**config.mk**
```make
export PLATFORM = sky130hd
export DESIGN_NAME = piso_serializer
export DESIGN_NICKNAME = d
export VERILOG_FILES = /design/src/rtl/piso_pkg.sv /design/src/rtl/piso_fifo.sv /design/src/rtl/piso_serializer.sv
export SDC_FILE = /design/constraint.sdc
export NUM_CORES = 1
export LEC_CHECK = 0
export BUFFER_PORTS_ARGS = -buffer_cell sky130_fd_sc_hd__buf_2
export CORE_MARGIN = 2
export CORE_UTILIZATION = 54
export DETAILED_ROUTE_END_ITERATION = 12
export GPL_ROUTABILITY_DRIVEN = 0
export GPL_TIMING_DRIVEN = 1
export PLACE_DENSITY = 0.75
export SLEW_MARGIN = 20
export SYNTH_ARGS = -nofsm -noshare
export SYNTH_HDL_FRONTEND = slang
export SYNTH_HIERARCHICAL = 1
export SYNTH_SLANG_ARGS = --single-unit
```
**constraint.sdc**
```tcl
create_clock -name clk -period 2.89 [get_ports clk]
set_clock_uncertainty 0.2 [all_clocks]
set_input_delay 0.4335 -clock clk [delete_from_list [all_inputs] [get_ports clk]]
set_output_delay 0.4335 -clock clk [all_outputs]
set_load 0.02 [all_outputs]
```
**src/rtl/piso_pkg.sv**
```systemverilog
// Shared types and helpers for the parallel-in/serial-out serializer.
package piso_pkg;

  typedef enum logic [0:0] {
    StIdle,
    StShift
  } state_e;

  // Upper bounds for the generic helpers; instantiations must stay within them.
  localparam int unsigned MaxDataWidth = 64;
  localparam int unsigned MaxLanes     = 64;
  localparam int unsigned IdxWidth     = $clog2(MaxDataWidth);

  // Number of set bits in a lane mask.
  function automatic int unsigned popcount(input logic [MaxLanes-1:0] v);
    int unsigned n;
    n = 0;
    for (int unsigned i = 0; i < MaxLanes; i++) begin
      if (v[i]) n++;
    end
    return n;
  endfunction

  // Compacts the selected lanes (lowest lane at bit 0) so the serializer can always
  // shift out from bit 0. For MSB-first the compacted bits are mirrored, which puts
  // the MSB of the highest selected lane at bit 0.
  function automatic logic [MaxDataWidth-1:0] pack_lanes(
    input logic [MaxLanes-1:0]     mask,
    input logic                    msb_first,
    input logic [MaxDataWidth-1:0] data,
    input int unsigned             lane_width,
    input int unsigned             num_lanes
  );
    logic [MaxDataWidth-1:0] packed_w;
    logic [MaxDataWidth-1:0] result;
    int unsigned             word_len;
    packed_w = '0;
    result   = '0;
    word_len = 0;
    for (int unsigned l = 0; l < MaxLanes; l++) begin
      if (l < num_lanes && mask[l]) begin
        for (int unsigned b = 0; b < MaxDataWidth; b++) begin
          if (b < lane_width && (word_len + b) < MaxDataWidth &&
              (l * lane_width + b) < MaxDataWidth) begin
            packed_w[IdxWidth'(word_len + b)] = data[IdxWidth'(l * lane_width + b)];
          end
        end
        word_len += lane_width;
      end
    end
    if (msb_first) begin
      for (int unsigned i = 0; i < MaxDataWidth; i++) begin
        if (i < word_len) result[IdxWidth'(i)] = packed_w[IdxWidth'(word_len - 1 - i)];
      end
    end else begin
      result = packed_w;
    end
    return result;
  endfunction

endpackage

```
**src/rtl/piso_fifo.sv**
```systemverilog
// Synchronous FIFO; full/empty derived from the occupancy count.
module piso_fifo #(
  parameter int unsigned WIDTH = 8,
  parameter int unsigned DEPTH = 4,
  localparam int unsigned CountWidth = $clog2(DEPTH + 1),
  localparam int unsigned PtrWidth   = $clog2(DEPTH)
) (
  input  logic                  clk,
  input  logic                  rst_n,
  input  logic                  push,
  input  logic [WIDTH-1:0]      wdata,
  input  logic                  pop,
  output logic [WIDTH-1:0]      rdata,
  output logic                  full,
  output logic                  empty,
  output logic [CountWidth-1:0] count
);

  logic [WIDTH-1:0]    mem_q [DEPTH];
  logic [PtrWidth-1:0] wr_ptr_q, rd_ptr_q;
  logic                push_ok, pop_ok;

  // Full blocks a push even when a pop happens in the same cycle.
  assign full    = (count == CountWidth'(DEPTH));
  assign empty   = (count == '0);
  assign push_ok = push & ~full;
  assign pop_ok  = pop & ~empty;
  assign rdata   = mem_q[rd_ptr_q];

  // Storage array; no reset needed since occupancy gates every read.
  always_ff @(posedge clk) begin
    if (push_ok) mem_q[wr_ptr_q] <= wdata;
  end

  // Pointers wrap naturally because DEPTH is a power of two.
  always_ff @(posedge clk or negedge rst_n) begin
    if (!rst_n) begin
      wr_ptr_q <= '0;
      rd_ptr_q <= '0;
      count    <= '0;
    end else begin
      if (push_ok) wr_ptr_q <= wr_ptr_q + PtrWidth'(1);
      if (pop_ok)  rd_ptr_q <= rd_ptr_q + PtrWidth'(1);
      unique case ({push_ok, pop_ok})
        2'b10:   count <= count + CountWidth'(1);
        2'b01:   count <= count - CountWidth'(1);
        default: count <= count;
      endcase
    end
  end

endmodule

```
**src/rtl/piso_serializer.sv**
```systemverilog
// Buffers MRAM words and streams their selected lanes as a framed serial bitstream.
module piso_serializer #(
  parameter int unsigned DATA_WIDTH = 16,
  parameter int unsigned LANE_WIDTH = 8,
  parameter int unsigned FIFO_DEPTH = 4,
  localparam int unsigned NUM_LANES  = DATA_WIDTH / LANE_WIDTH,
  localparam int unsigned CountWidth = $clog2(FIFO_DEPTH + 1)
) (
  input  logic                  clk,
  input  logic                  rst_n,
  input  logic                  en,
  input  logic                  load_valid,
  output logic                  load_ready,
  input  logic [DATA_WIDTH-1:0] data_in,
  input  logic [NUM_LANES-1:0]  lane_mask,
  input  logic                  msb_first,
  output logic                  ser_data,
  output logic                  ser_valid,
  output logic                  frame_start,
  output logic                  frame_end,
  output logic                  busy,
  output logic [CountWidth-1:0] fifo_count,
  output logic                  mask_err
);

  import piso_pkg::*;

  localparam int unsigned EntryWidth  = NUM_LANES + 1 + DATA_WIDTH;
  localparam int unsigned BitCntWidth = $clog2(DATA_WIDTH + 1);

  state_e                  state_q;
  logic [DATA_WIDTH-1:0]   shreg_q;
  logic [BitCntWidth-1:0]  bit_cnt_q;
  logic                    first_q;

  logic                    accept, push, pop, fifo_full, fifo_empty, last_bit;
  logic [EntryWidth-1:0]   wr_entry, rd_entry;
  logic [NUM_LANES-1:0]    rd_mask;
  logic                    rd_msb_first;
  logic [DATA_WIDTH-1:0]   rd_data;
  logic [MaxLanes-1:0]     mask_ext;
  logic [MaxDataWidth-1:0] data_ext, pack_full;
  logic [DATA_WIDTH-1:0]   pack_word;
  logic [BitCntWidth-1:0]  load_cnt;

  // Zero-mask words are accepted (handshake completes) but never stored.
  assign load_ready = ~fifo_full;
  assign accept     = en & load_valid & ~fifo_full;
  assign push       = accept & (|lane_mask);
  assign wr_entry   = {lane_mask, msb_first, data_in};

  assign last_bit = (bit_cnt_q == BitCntWidth'(1));
  assign pop      = en & ~fifo_empty & ((state_q == StIdle) | ((state_q == StShift) & last_bit));

  assign rd_mask      = rd_entry[EntryWidth-1 -: NUM_LANES];
  assign rd_msb_first = rd_entry[DATA_WIDTH];
  assign rd_data      = rd_entry[DATA_WIDTH-1:0];

  // Widen the popped entry to the helper functions' generic widths.
  always_comb begin
    mask_ext = '0;
    data_ext = '0;
    mask_ext[NUM_LANES-1:0]  = rd_mask;
    data_ext[DATA_WIDTH-1:0] = rd_data;
  end

  assign pack_full = pack_lanes(mask_ext, rd_msb_first, data_ext, LANE_WIDTH, NUM_LANES);
  assign pack_word = pack_full[DATA_WIDTH-1:0];
  assign load_cnt  = BitCntWidth'(popcount(mask_ext) * LANE_WIDTH);

  assign busy = ~fifo_empty | (state_q != StIdle);

  piso_fifo #(
    .WIDTH(EntryWidth),
    .DEPTH(FIFO_DEPTH)
  ) u_fifo (
    .clk   (clk),
    .rst_n (rst_n),
    .push  (push),
    .wdata (wr_entry),
    .pop   (pop),
    .rdata (rd_entry),
    .full  (fifo_full),
    .empty (fifo_empty),
    .count (fifo_count)
  );

  // Serializer FSM: loads a packed word on pop, then shifts one bit per enabled cycle.
  always_ff @(posedge clk or negedge rst_n) begin
    if (!rst_n) begin
      state_q     <= StIdle;
      shreg_q     <= '0;
      bit_cnt_q   <= '0;
      first_q     <= 1'b0;
      ser_data    <= 1'b0;
      ser_valid   <= 1'b0;
      frame_start <= 1'b0;
      frame_end   <= 1'b0;
      mask_err    <= 1'b0;
    end else if (!en) begin
      // Frozen: strobes drop, ser_data and all state hold.
      ser_valid   <= 1'b0;
      frame_start <= 1'b0;
      frame_end   <= 1'b0;
      mask_err    <= 1'b0;
    end else begin
      mask_err    <= accept & ~(|lane_mask);
      ser_valid   <= 1'b0;
      frame_start <= 1'b0;
      frame_end   <= 1'b0;
      unique case (state_q)
        StIdle: begin
          if (pop) begin
            shreg_q   <= pack_word;
            bit_cnt_q <= load_cnt;
            first_q   <= 1'b1;
            state_q   <= StShift;
          end
        end
        StShift: begin
          ser_data    <= shreg_q[0];
          ser_valid   <= 1'b1;
          frame_start <= first_q;
          frame_end   <= last_bit;
          shreg_q     <= shreg_q >> 1;
          bit_cnt_q   <= bit_cnt_q - BitCntWidth'(1);
          first_q     <= 1'b0;
          if (last_bit) begin
            // Reload on the last bit so the next frame follows with no gap.
            if (pop) begin
              shreg_q   <= pack_word;
              bit_cnt_q <= load_cnt;
              first_q   <= 1'b1;
            end else begin
              state_q <= StIdle;
            end
          end
        end
        default: state_q <= StIdle;
      endcase
    end
  end

endmodule
```
==> summary.md, run 1 <==
| Metric | Value |
|---|---|
| GRT Residual Overflow | 0 |
| CTS buffer count | 9 |
| GR Util met2 | 32.06% |
| Fin crit period | 2.703 ns |
| Die Span X | 100.2 um |
| Final hold slack | 0.05150 ns |
| Setup TNS Final | 0 ns |
| DR DRC count | 0 |
| CP endpoint kind | flip-flop |
| Async SR Flop Fraction | 31.53% |
| Req. time, crit path | 3.00 ns |
| Post_cts resized | 0 |
| Clk_lat worst skew | 0.39 ns |
| Fin util | 60.34% |
| NetSw | 2.072 mW |
| Buf/Inv on CP | 2 |
| Post-Syn Area | 0.004999 sq mm |
| Cells after Synth | 340 |
| Largest net degree at the start of global routing | 36 |
| Top cell type's share of synthesized area | 45.66% |
| CTS max path bufs | 2 |
| Post-route cell area | 0.005497 sq mm |
| # port buffers | 32 |
| Critical Path Fanout Max | 3 |
| Top Ports | 33 |
| Iter 0 DRT Violations | 357 |
| Layout overhead on the synthesized area | 9.962% |
| Diode count | 0 |
| Area leader, netlist | edfxtp_1 |
| Flop pwr share | 41.1% |
| Worst VDD drop | 0.4710 mV |
| Unrepaired setup endpoints after global routing | false |
| Relative slew slack | 48.90% |
| CORE AREA | 0.009109 sq mm |
| Most used cell, CP | xor2_1 |
| Area of the die | 0.01004 sq mm |
| Worst setup SP type | flip-flop |
| Worst-Margin Slew | 0.7665 ns |
| Vias per inst | 6.217 |
| First-pass DRT Iterations | 8 |
| Total track usage | 20.33% |
| M1 GR Usage | 28.08% |
| P_int | 3.274 mW |
| Die Ht | 100.2 um |
| Final wirelength | 9.519 mm |
| Effective utilization at floorplan | 54.88% |
| Root Buffer | clkbuf_8 |
| CTS Sinks | 111 |
| Rows | 35 |
| Global-route wire length before repair | 15.37 mm |
| Yosys reg bits | 111 |
| Remaining antenna violation count | 0 |
| Clock power share | 16.7% |
| Clk pin slew, worst setup/hold paths | 0.11 ns |
| Sw frac | 38.75% |
| Synth area leaders | edfxtp_1 46%, dfrtp_1 18%, mux4_2 8.6%, ha_1 2.8%, a31oi_1 2.4% |
| CP max-delay cell | or4b_1 |
| Post-DR wirelength/cell | 19.31 um |
| Number of global-route vias before repair | 2,973 |
| Slew Limit Fails | 0 |
| Post-synth EDFFs | 76 |
| # setup viols final | 0 |
| Worst Path Arrival | 2.82 ns |
| CP max stage delay | 0.50 ns |
| Crit path max-delay family | simple AND/OR/NAND/NOR gates |
| HPWL after DPL | 6.512 mm |
| Final hold viol count | 0 |
| Max cap viols | 0 |
| CTS tree | done |
| Initial antenna violation count | 0 |
| Seq/Total Area, Yosys | 63.18% |
| Crit path kind | reg2reg |
| Worst Hold Class | in2reg |
| Synth Flop Type | edfxtp_1 |
| Pwr dens | 972.6 mW/mm^2 |
| Layout cells sized above 1 | 25.65% |
| Layer with the highest usage | met2 |
| Yosys warns | 6 |
| Cell Area, Placed | 0.005301 sq mm |
| Fmax | 369.9 MHz |
| Outcome | completed |
| Via Count | 3,065 |
| Met3 GRT Util | 4.526% |
| H-tree depth | 3 |
| Syn_nets | 375 |
| Nets | 412 |
| Tcrit/Tclk final | 93.54% |
| Gate power share | 42.2% |
| Post-CTS Setup Repair Bufs | 0 |
| Synth cell types | 51 |
| Leakage | 1.989 nW |
| Synth Area per Inst | 14.70 sq um |
| CP cell instances | inv_2 > ha_1 > or4b_1 > a21oi_4 > o31a_4 > ha_4 > inv_1 > fa_1 > xor2_1 > nor2_1 > xor2_1 |
## per-layer routing
metal / wire length, um / up-vias
li1: - / 1399
met1: 4108 / 1528
met2: 4686 / 124
met3: 533 / 14
met4: 191 / 0
met5: 0 / -
## cells in the final DEF, fill, tap and decap left out, drive strengths merged, types with 4 or more instances in the layout
master / count
clkbuf: 10
nand3: 11
nor3: 4
o21a: 4
nand2: 27
a21o: 4
and2: 5
o21ai: 6
o22ai: 15
a31oi: 19
a21oi: 9
o211ai: 5
buf: 47
ha: 11
a311o: 5
edfxtp: 76
nor2: 6
mux4: 19
dfrtp: 35
xor2: 4
inv: 18
## what timing repair did
item                                    in CTS  in global routing
hold buffers                                 1                  0
endpoints found under the setup margin       0                  0
endpoints found under the hold margin       35                  0
## cells by family after synthesis
group / synth area share [%]
compound gates: 12.34
xor+xnor: 1.227
flops: 63.18
simple gates: 7.034
buf+inv: 3.780
fa+ha+maj: 3.154
mux: 9.287
## layout make-up
| cell class | count | area (sq um) |
|---|---|---|
| clock inverter | 6 | 57.56 |
| timing repair buffer | 48 | 282.8 |
| tap | 111 | 138.9 |
| clock buffer | 10 | 127.6 |
| multi-input combinational | 194 | 1683 |
| inverter | 13 | 48.80 |
| sequential | 111 | 3158 |
| fill | 690 | 3612 |
## synth_stat cells (2+ instances only)
library cell  number
edfxtp_1          76
dfrtp_1           35
nand2_1           27
a31oi_1           19
mux4_2            19
o22ai_1           15
inv_1             13
ha_1              11
nand3_1           11
clkbuf_1          10
a21oi_1            9
nor2_1             6
a311o_1            5
buf_2              5
buf_6              5
o211ai_1           5
o21ai_0            5
a21o_1             4
and2_2             4
nor3_1             4
o21a_1             4
xor2_1             4
a211o_1            3
a221o_1            3
a22o_1             3
a22oi_1            3
nand2b_1           3
xnor2_1            3
a2bb2oi_1          2
and3_1             2
nand4_1            2
## worst paths after layout
check	from	end	slack, ns	cells after the start
worst max register to register	bit_cnt_q[1]	u_fifo/count[2]	0.19	11
worst min-delay path	data_in[1]	u_fifo/mem_q[0][1]	0.05	1
worst min register to register	first_q	first_q	0.29	1
max in group asynchronous	rst_n	bit_cnt_q[1]	1.55	2
min in group asynchronous	rst_n	shreg_q[3]	0.45	2
worst max-delay path	bit_cnt_q[1]	u_fifo/count[2]	0.19	11
## power by group through the flow
stage / logic (mW) / clock network, mW / registers [mW]
after floorplan: 1.66 / 0 / 2.20
after global placement: 2.16 / 0 / 2.22
after detailed placement: 2.20 / 0 / 2.23
after CTS: 2.22 / 0.907 / 2.20
after global routing: 2.45 / 0.966 / 2.23
final: 2.26 / 0.891 / 2.20
## registers in the layout (all words and copies together) (netlist names)
name             flops
u_fifo/mem_q        76
shreg_q             16
bit_cnt_q            5
u_fifo/count         3
u_fifo/rd_ptr_q      2
u_fifo/wr_ptr_q      2
first_q              1
frame_end            1
frame_start          1
mask_err             1
ser_data             1
ser_valid            1
state_q              1
## per-stage QoR
| stage | cells | power (mW) | setup WS, ns |
|---|---|---|---|
| global route | 493 | 5.649 | 0.01085 |
| floorplan | 340 | 3.855 | 0.01176 |
| CTS | 493 | 5.322 | 0.1884 |
| finish | 493 | 5.346 | 0.1867 |
| detailed placement | 476 | 4.435 | 0.2007 |
| global placement | 476 | 4.378 | 0.2644 |
No activity file was read; power rests on OpenSTA's default activity.
==> run 2, diff against run 1 <==
--- a/config.mk
+++ b/config.mk
@@ -6,12 +6,14 @@
 export NUM_CORES = 1
 export LEC_CHECK = 0
 export BUFFER_PORTS_ARGS = -buffer_cell sky130_fd_sc_hd__buf_2
+export CELL_PAD_IN_SITES_DETAIL_PLACEMENT = 0
+export CELL_PAD_IN_SITES_GLOBAL_PLACEMENT = 1
 export CORE_MARGIN = 2
-export CORE_UTILIZATION = 54
+export CORE_UTILIZATION = 46
 export DETAILED_ROUTE_END_ITERATION = 12
 export GPL_ROUTABILITY_DRIVEN = 0
 export GPL_TIMING_DRIVEN = 1
-export PLACE_DENSITY = 0.75
+export PLACE_DENSITY_LB_ADDON = 0.1
 export SLEW_MARGIN = 20
 export SYNTH_ARGS = -nofsm -noshare
 export SYNTH_HDL_FRONTEND = slang
==> run 2 against run 1 <==
Non-clock buffer count down 1. Count of clock-buffer cells in the layout rose by 1. Worst setup slack better by 0.0099 ns. First-iteration DRC count down 53%. Core utilization down 8.7 points. Routed wire length grew 1.3%. Design area increased by 0.57%. Total power shrank 1.0%. Final cell count grew 5.7%. Clock power is 5.1% lower. Sequential share of layout area shrank 0.33 points.
==> summary.md, run 2 (synthesis results as in run 1) <==
| Metric | Value |
|---|---|
| Leakage | 1.984 nW |
| # port buffers | 32 |
| Layout cells sized above 1 | 25.46% |
| Crit path kind | reg2reg |
| HPWL after DPL | 6.474 mm |
| Pre-CTS WS | 0.2003 ns |
| Nets | 411 |
| Fin crit period | 2.693 ns |
| Final wirelength | 9.638 mm |
| CTS tree | done |
| Layout overhead on the synthesized area | 10.59% |
| Slew Limit Fails | 0 |
| Clk_lat worst skew | 0.38 ns |
| Pwr Total | 5.290 mW |
| CP max stage delay | 0.48 ns |
| Outcome | completed |
| Total track usage | 18.48% |
| Unrepaired setup endpoints after global routing | false |
| Relative slew slack | 46.13% |
| WHS Path Cells | 1 |
| Via Count | 2,943 |
| Most frequent cells in the layout | 76 x edfxtp_1, 35 x dfrtp_1, 32 x buf_2 |
| Fillers | 916 |
| Remaining antenna violation count | 0 |
| Multi-input gate area | 0.001687 sq mm |
| Post-DR wirelength/cell | 18.50 um |
| Effective utilization at floorplan | 46.73% |
| Worst Path Arrival | 2.81 ns |
| Worst setup SP type | flip-flop |
| NetSw | 2.008 mW |
| Worst-Margin Slew | 0.8080 ns |
| Die Span X | 108.2 um |
| Fmax | 371.3 MHz |
| Number of flip-flops in the largest register | 76 |
| Critical path depth | 11 |
| Initial antenna violation count | 0 |
| CTS buffer count | 9 |
| Sequential standard cell area | 0.003158 sq mm |
| Biggest register | u_fifo/mem_q |
| CORE AREA | 0.01070 sq mm |
| # setup viols final | 0 |
| Sw frac | 37.95% |
| CTS Sinks | 111 |
| Number of global-route vias before repair | 2,954 |
| Crit path max-delay family | adder cells |
| CP max-delay cell | or4b_4 |
| Die Ht | 108.2 um |
| GRT Residual Overflow | 0 |
| Critical Path Fanout Max | 3 |
| Area of the die | 0.01172 sq mm |
| Vias per inst | 5.649 |
| Top Registers | u_fifo/mem_q: 76 flops, shreg_q: 16 flops, bit_cnt_q: 5 flops |
| Iter 0 DRT Violations | 167 |
| Root Buffer | clkbuf_8 |
| Diode count | 0 |
| H-tree depth | 3 |
| Pwr dens | 957.1 mW/mm^2 |
| Tcrit/Tclk final | 93.20% |
| Setup TNS Final | 0 ns |
| Top Ports | 33 |
| CTS max path bufs | 2 |
| Clock power share | 16.0% |
| Req. time, crit path | 3.01 ns |
| Most used cell, CP | xor2_1 |
| Final hold slack | 0.05792 ns |
| First-pass DRT Iterations | 4 |
| CP cell instances | inv_2 > ha_1 > or4b_4 > a21oi_4 > o31a_4 > ha_4 > inv_1 > fa_1 > xor2_1 > nor2_1 > xor2_1 |
| Worst Hold Class | in2reg |
| Global-route wire length before repair | 16.01 mm |
| Commonest non-fill, non-tap cell in the layout | edfxtp_1 |
| Final hold viol count | 0 |
| CP endpoint kind | flip-flop |
| Post-CTS Setup Repair Bufs | 0 |
| Gate power share | 42.8% |
| Rows | 38 |
| Largest net degree at the start of global routing | 36 |
| Max cap viols | 0 |
| Flop pwr share | 41.3% |
| Worst VDD drop | 0.4300 mV |
| P_int | 3.283 mW |
| Clk pin slew, worst setup/hold paths | 0.10 ns |
| Register-to-Register Path Depth | 11 |
| Final setup margin | 0.1965 ns |
| Buf/Inv on CP | 2 |
| DR DRC count | 0 |
## run 2: changes by cell type in the layout (fill, tap and decap cells not counted), sizes merged
cell / change
inv: -3
clkinv: +2
buf: -1
clkbuf: +1
## run 2: area by class of cell
| type | count | share of cell area [%] |
|---|---|---|
| clock inverters | 5 | 0.7243 |
| clock buffers | 11 | 2.377 |
| flip-flops and latches | 111 | 57.13 |
| multi-input cells | 194 | 30.51 |
| well taps | 140 | 3.169 |
| repair buffers | 47 | 5.206 |
| inverters | 13 | 0.8828 |
## run 2: worst register-to-register path, cell delays in order (launching register included)
cell     delay (ns)
dfrtp_1        0.42
inv_2          0.08
ha_1           0.15
or4b_4         0.48
a21oi_4        0.15
o31a_4         0.19
ha_4           0.13
inv_1          0.04
fa_1           0.37
xor2_1         0.15
nor2_1         0.12
xor2_1         0.15
## run 2: per-layer routing
metal	global-route usage [%]	part of all wire, %	vias to the layer above
met5	0	0	-
met1	25.92	47	1466
li1	-	-	1398
met3	4.340	4.0	11
met2	28.44	47	68
met4	6.593	1.4	0
## run 2: final timing paths
kind,slack (ns),from,endpoint
hold reg to reg,0.29,first_q,first_q
setup reg to reg,0.20,bit_cnt_q[1],u_fifo/count[2]
max in group asynchronous,1.51,rst_n,u_fifo/wr_ptr_q[1]
hold / removal,0.06,data_in[4],u_fifo/mem_q[2][4]
min in group asynchronous,0.47,rst_n,shreg_q[13]
setup / recovery,0.20,bit_cnt_q[1],u_fifo/count[2]
## run 2: per-stage QoR
| stage | util [%] | instances | area [sq um] |
|---|---|---|---|
| after floorplan | - | 340 | 5040 |
| after global placement | 49.94 | 504 | 5343 |
| after detailed placement | 49.94 | 504 | 5343 |
| after CTS | 51.64 | 521 | 5524 |
| after global routing | 51.67 | 521 | 5528 |
| final | 51.67 | 521 | 5528 |
## run 2: power by group through the flow
stage	registers, mW	clock network (mW)	logic, mW
after floorplan	2.20	0	1.66
after global placement	2.21	0	2.25
after detailed placement	2.22	0	2.26
after CTS	2.18	0.883	2.27
after global routing	2.22	0.951	2.51
final	2.18	0.846	2.26
## run 2: what timing repair did
action,4_1_cts,5_1_grt
hold endpoints to repair,35,0
endpoints found under the setup margin,0,1
hold buffers,1,0
resized for setup,0,1
==> run 3, diff against run 2 <==
--- a/config.mk
+++ b/config.mk
@@ -14,6 +14,7 @@
 export GPL_ROUTABILITY_DRIVEN = 0
 export GPL_TIMING_DRIVEN = 1
 export PLACE_DENSITY_LB_ADDON = 0.1
+export REMOVE_ABC_BUFFERS = 1
 export SLEW_MARGIN = 20
 export SYNTH_ARGS = -nofsm -noshare
 export SYNTH_HDL_FRONTEND = slang
==> run 3 against run 2 <==
Flip-flop and latch count stayed put. Critical path type unchanged. Routed wire length is 1.2% lower. Design area is 0.63% higher. First-iteration DRC count is 3.0% lower. Core utilization is 0.33 points higher. Non-clock buffer count stayed put. Final cell count stayed put. Total power is 2.6% higher. Largest power group unchanged. Via count is 0.14% higher. Largest cell class unchanged. Critical path depth stayed put. Sequential share of layout area is 0.34 points lower. Global-route usage is 0.81 points lower.
==> summary.md, run 3 (synthesis results as in run 1) <==
| Metric | Value |
|---|---|
| Outcome | completed |
| Remaining antenna violation count | 0 |
| # setup viols final | 0 |
| CP max stage delay | 0.48 ns |
| Fillers | 932 |
| RR Startpoint | bit_cnt_q[1] |
| Via Count | 2,947 |
| Worst VDD drop | 0.5051 mV |
| Layout overhead on the synthesized area | 11.29% |
| Rows | 38 |
| Slew Limit Fails | 0 |
| Number of flip-flops in the largest register | 76 |
| Layout cells sized above 1 | 26.25% |
| Pre-CTS WS | 0.07083 ns |
| Final setup margin | 0.1405 ns |
| CP max-delay cell | or4b_4 |
| GRT Residual Overflow | 0 |
| Buf/Inv on CP | 2 |
| Commonest non-fill, non-tap cell in the layout | edfxtp_1 |
| Fmax | 363.7 MHz |
| Diode count | 0 |
| R2r setup slk | 0.14 ns |
| Multi-input gate area | 0.001672 sq mm |
| Clk_lat worst skew | 0.38 ns |
| Root Buffer | clkbuf_8 |
| # port buffers | 32 |
| CP cell instances | inv_1 > ha_1 > or4b_4 > a21oi_4 > o31a_2 > ha_2 > inv_1 > fa_2 > xor2_1 > nor2_1 > xor2_1 |
| Worst setup SP type | flip-flop |
| CTS max path bufs | 2 |
| Register-to-Register Path Depth | 11 |
| CP endpoint kind | flip-flop |
| Top Ports | 33 |
| Crit path max-delay family | adder cells |
| Hold Path End | u_fifo/mem_q[1][13] |
| Fin crit period | 2.749 ns |
| Final wirelength | 9.521 mm |
| Top Layer Used | met4 |
| Nets | 411 |
| Biggest register | u_fifo/mem_q |
| Clk pin slew, worst setup/hold paths | 0.11 ns |
| Cell Area, Placed | 0.005296 sq mm |
| Die Ht | 108.2 um |
| Reg2reg end | u_fifo/count[2] |
| First-pass DRT Iterations | 4 |
| Worst-Margin Slew | 0.7965 ns |
| Pwr dens | 976.0 mW/mm^2 |
| CTS tree | done |
| HPWL after DPL | 6.256 mm |
| Beginning of the critical path | bit_cnt_q[1] |
| CTS buffer count | 9 |
| CTS Sinks | 111 |
| Die Span X | 108.2 um |
| Worst Path Arrival | 2.87 ns |
| Final hold viol count | 0 |
| Hold Crit Start | data_in[13] |
| Leakage | 2.004 nW |
| Largest net degree at the start of global routing | 36 |
| Total track usage | 17.67% |
| Req. time, crit path | 3.01 ns |
| Area of the die | 0.01172 sq mm |
| WHS Path Cells | 1 |
| CORE AREA | 0.01070 sq mm |
| Global-route wire length before repair | 15.44 mm |
| DR DRC count | 0 |
| Relative slew slack | 46.90% |
| Routed wl met2 | 4.608 mm |
| Initial antenna violation count | 0 |
| Critical Path Fanout Max | 3 |
| Iter 0 DRT Violations | 162 |
| Top Registers | u_fifo/mem_q: 76 flops, shreg_q: 16 flops, bit_cnt_q: 5 flops |
| H-tree depth | 3 |
| Crit path kind | reg2reg |
| Vias per inst | 5.656 |
| Most frequent cells in the layout | 76 x edfxtp_1, 34 x dfrtp_1, 32 x buf_2 |
| Max cap viols | 0 |
| Sequential standard cell area | 0.003159 sq mm |
| Effective utilization at floorplan | 46.73% |
| Number of global-route vias before repair | 2,896 |
| Met3 wire len | 365 um |
| Setup TNS Final | 0 ns |
| Post-DR wirelength/cell | 18.27 um |
| Worst Hold Class | in2reg |
| Post-Route M1 WL | 4.476 mm |
| Tcrit/Tclk final | 95.14% |
| Post-route cell area | 0.005563 sq mm |
-- run 3: how the worst max path moves through the flow --
stage,endpoint,slack [ns],depth (start not counted)
2_1_floorplan,shreg_q[0],-0.64,7
3_3_place_gp,u_fifo/count[2],0.12,11
3_5_place_dp,u_fifo/count[2],0.07,11
4_1_cts,u_fifo/count[2],0.03,11
5_1_grt,u_fifo/count[2],-0.01,11
6_report,u_fifo/count[2],0.14,11
-- run 3: metal layers --
metal  vias to the layer above  global-route usage, %
met5                         -                      0
met4                         0                  4.121
met3                         5                  5.244
met2                        54                  27.36
met1                      1497                  24.89
li1                       1391                      -
-- run 3: report_power, final --
| part | total [mW] | switching [mW] | internal [mW] |
|---|---|---|---|
| Clock | 0.992 | 0.562 | 0.430 |
| Combinational | 2.25 | 1.29 | 0.960 |
| Sequential | 2.19 | 0.202 | 1.99 |
-- run 3: metrics by stage --
step / total power [mW] / util (%) / hold slack [ns] / cells
after floorplan: 3.716 / - / -0.06209 / 318
after global placement: 4.422 / 49.51 / 0.2718 / 502
after detailed placement: 4.434 / 49.51 / 0.2753 / 502
after CTS: 5.449 / 51.66 / 0.02955 / 519
after global routing: 5.805 / 52.00 / 0.02986 / 521
final: 5.430 / 52.00 / 0.05354 / 521
-- run 3: area by class of cell --
cell class / count / share of cell area [%]
timing repair buffer: 47 / 5.173
tap: 140 / 3.149
inverter: 13 / 0.8772
clock inverter: 7 / 1.732
clock buffer: 9 / 2.227
multi-input combinational: 194 / 30.05
sequential: 111 / 56.79
-- run 3: what timing repair did --
item	CTS	global route
setup endpoints to repair	0	2
buffers inserted	0	2
hold endpoints to repair	35	0
hold buffers	1	0
resized for setup	0	6
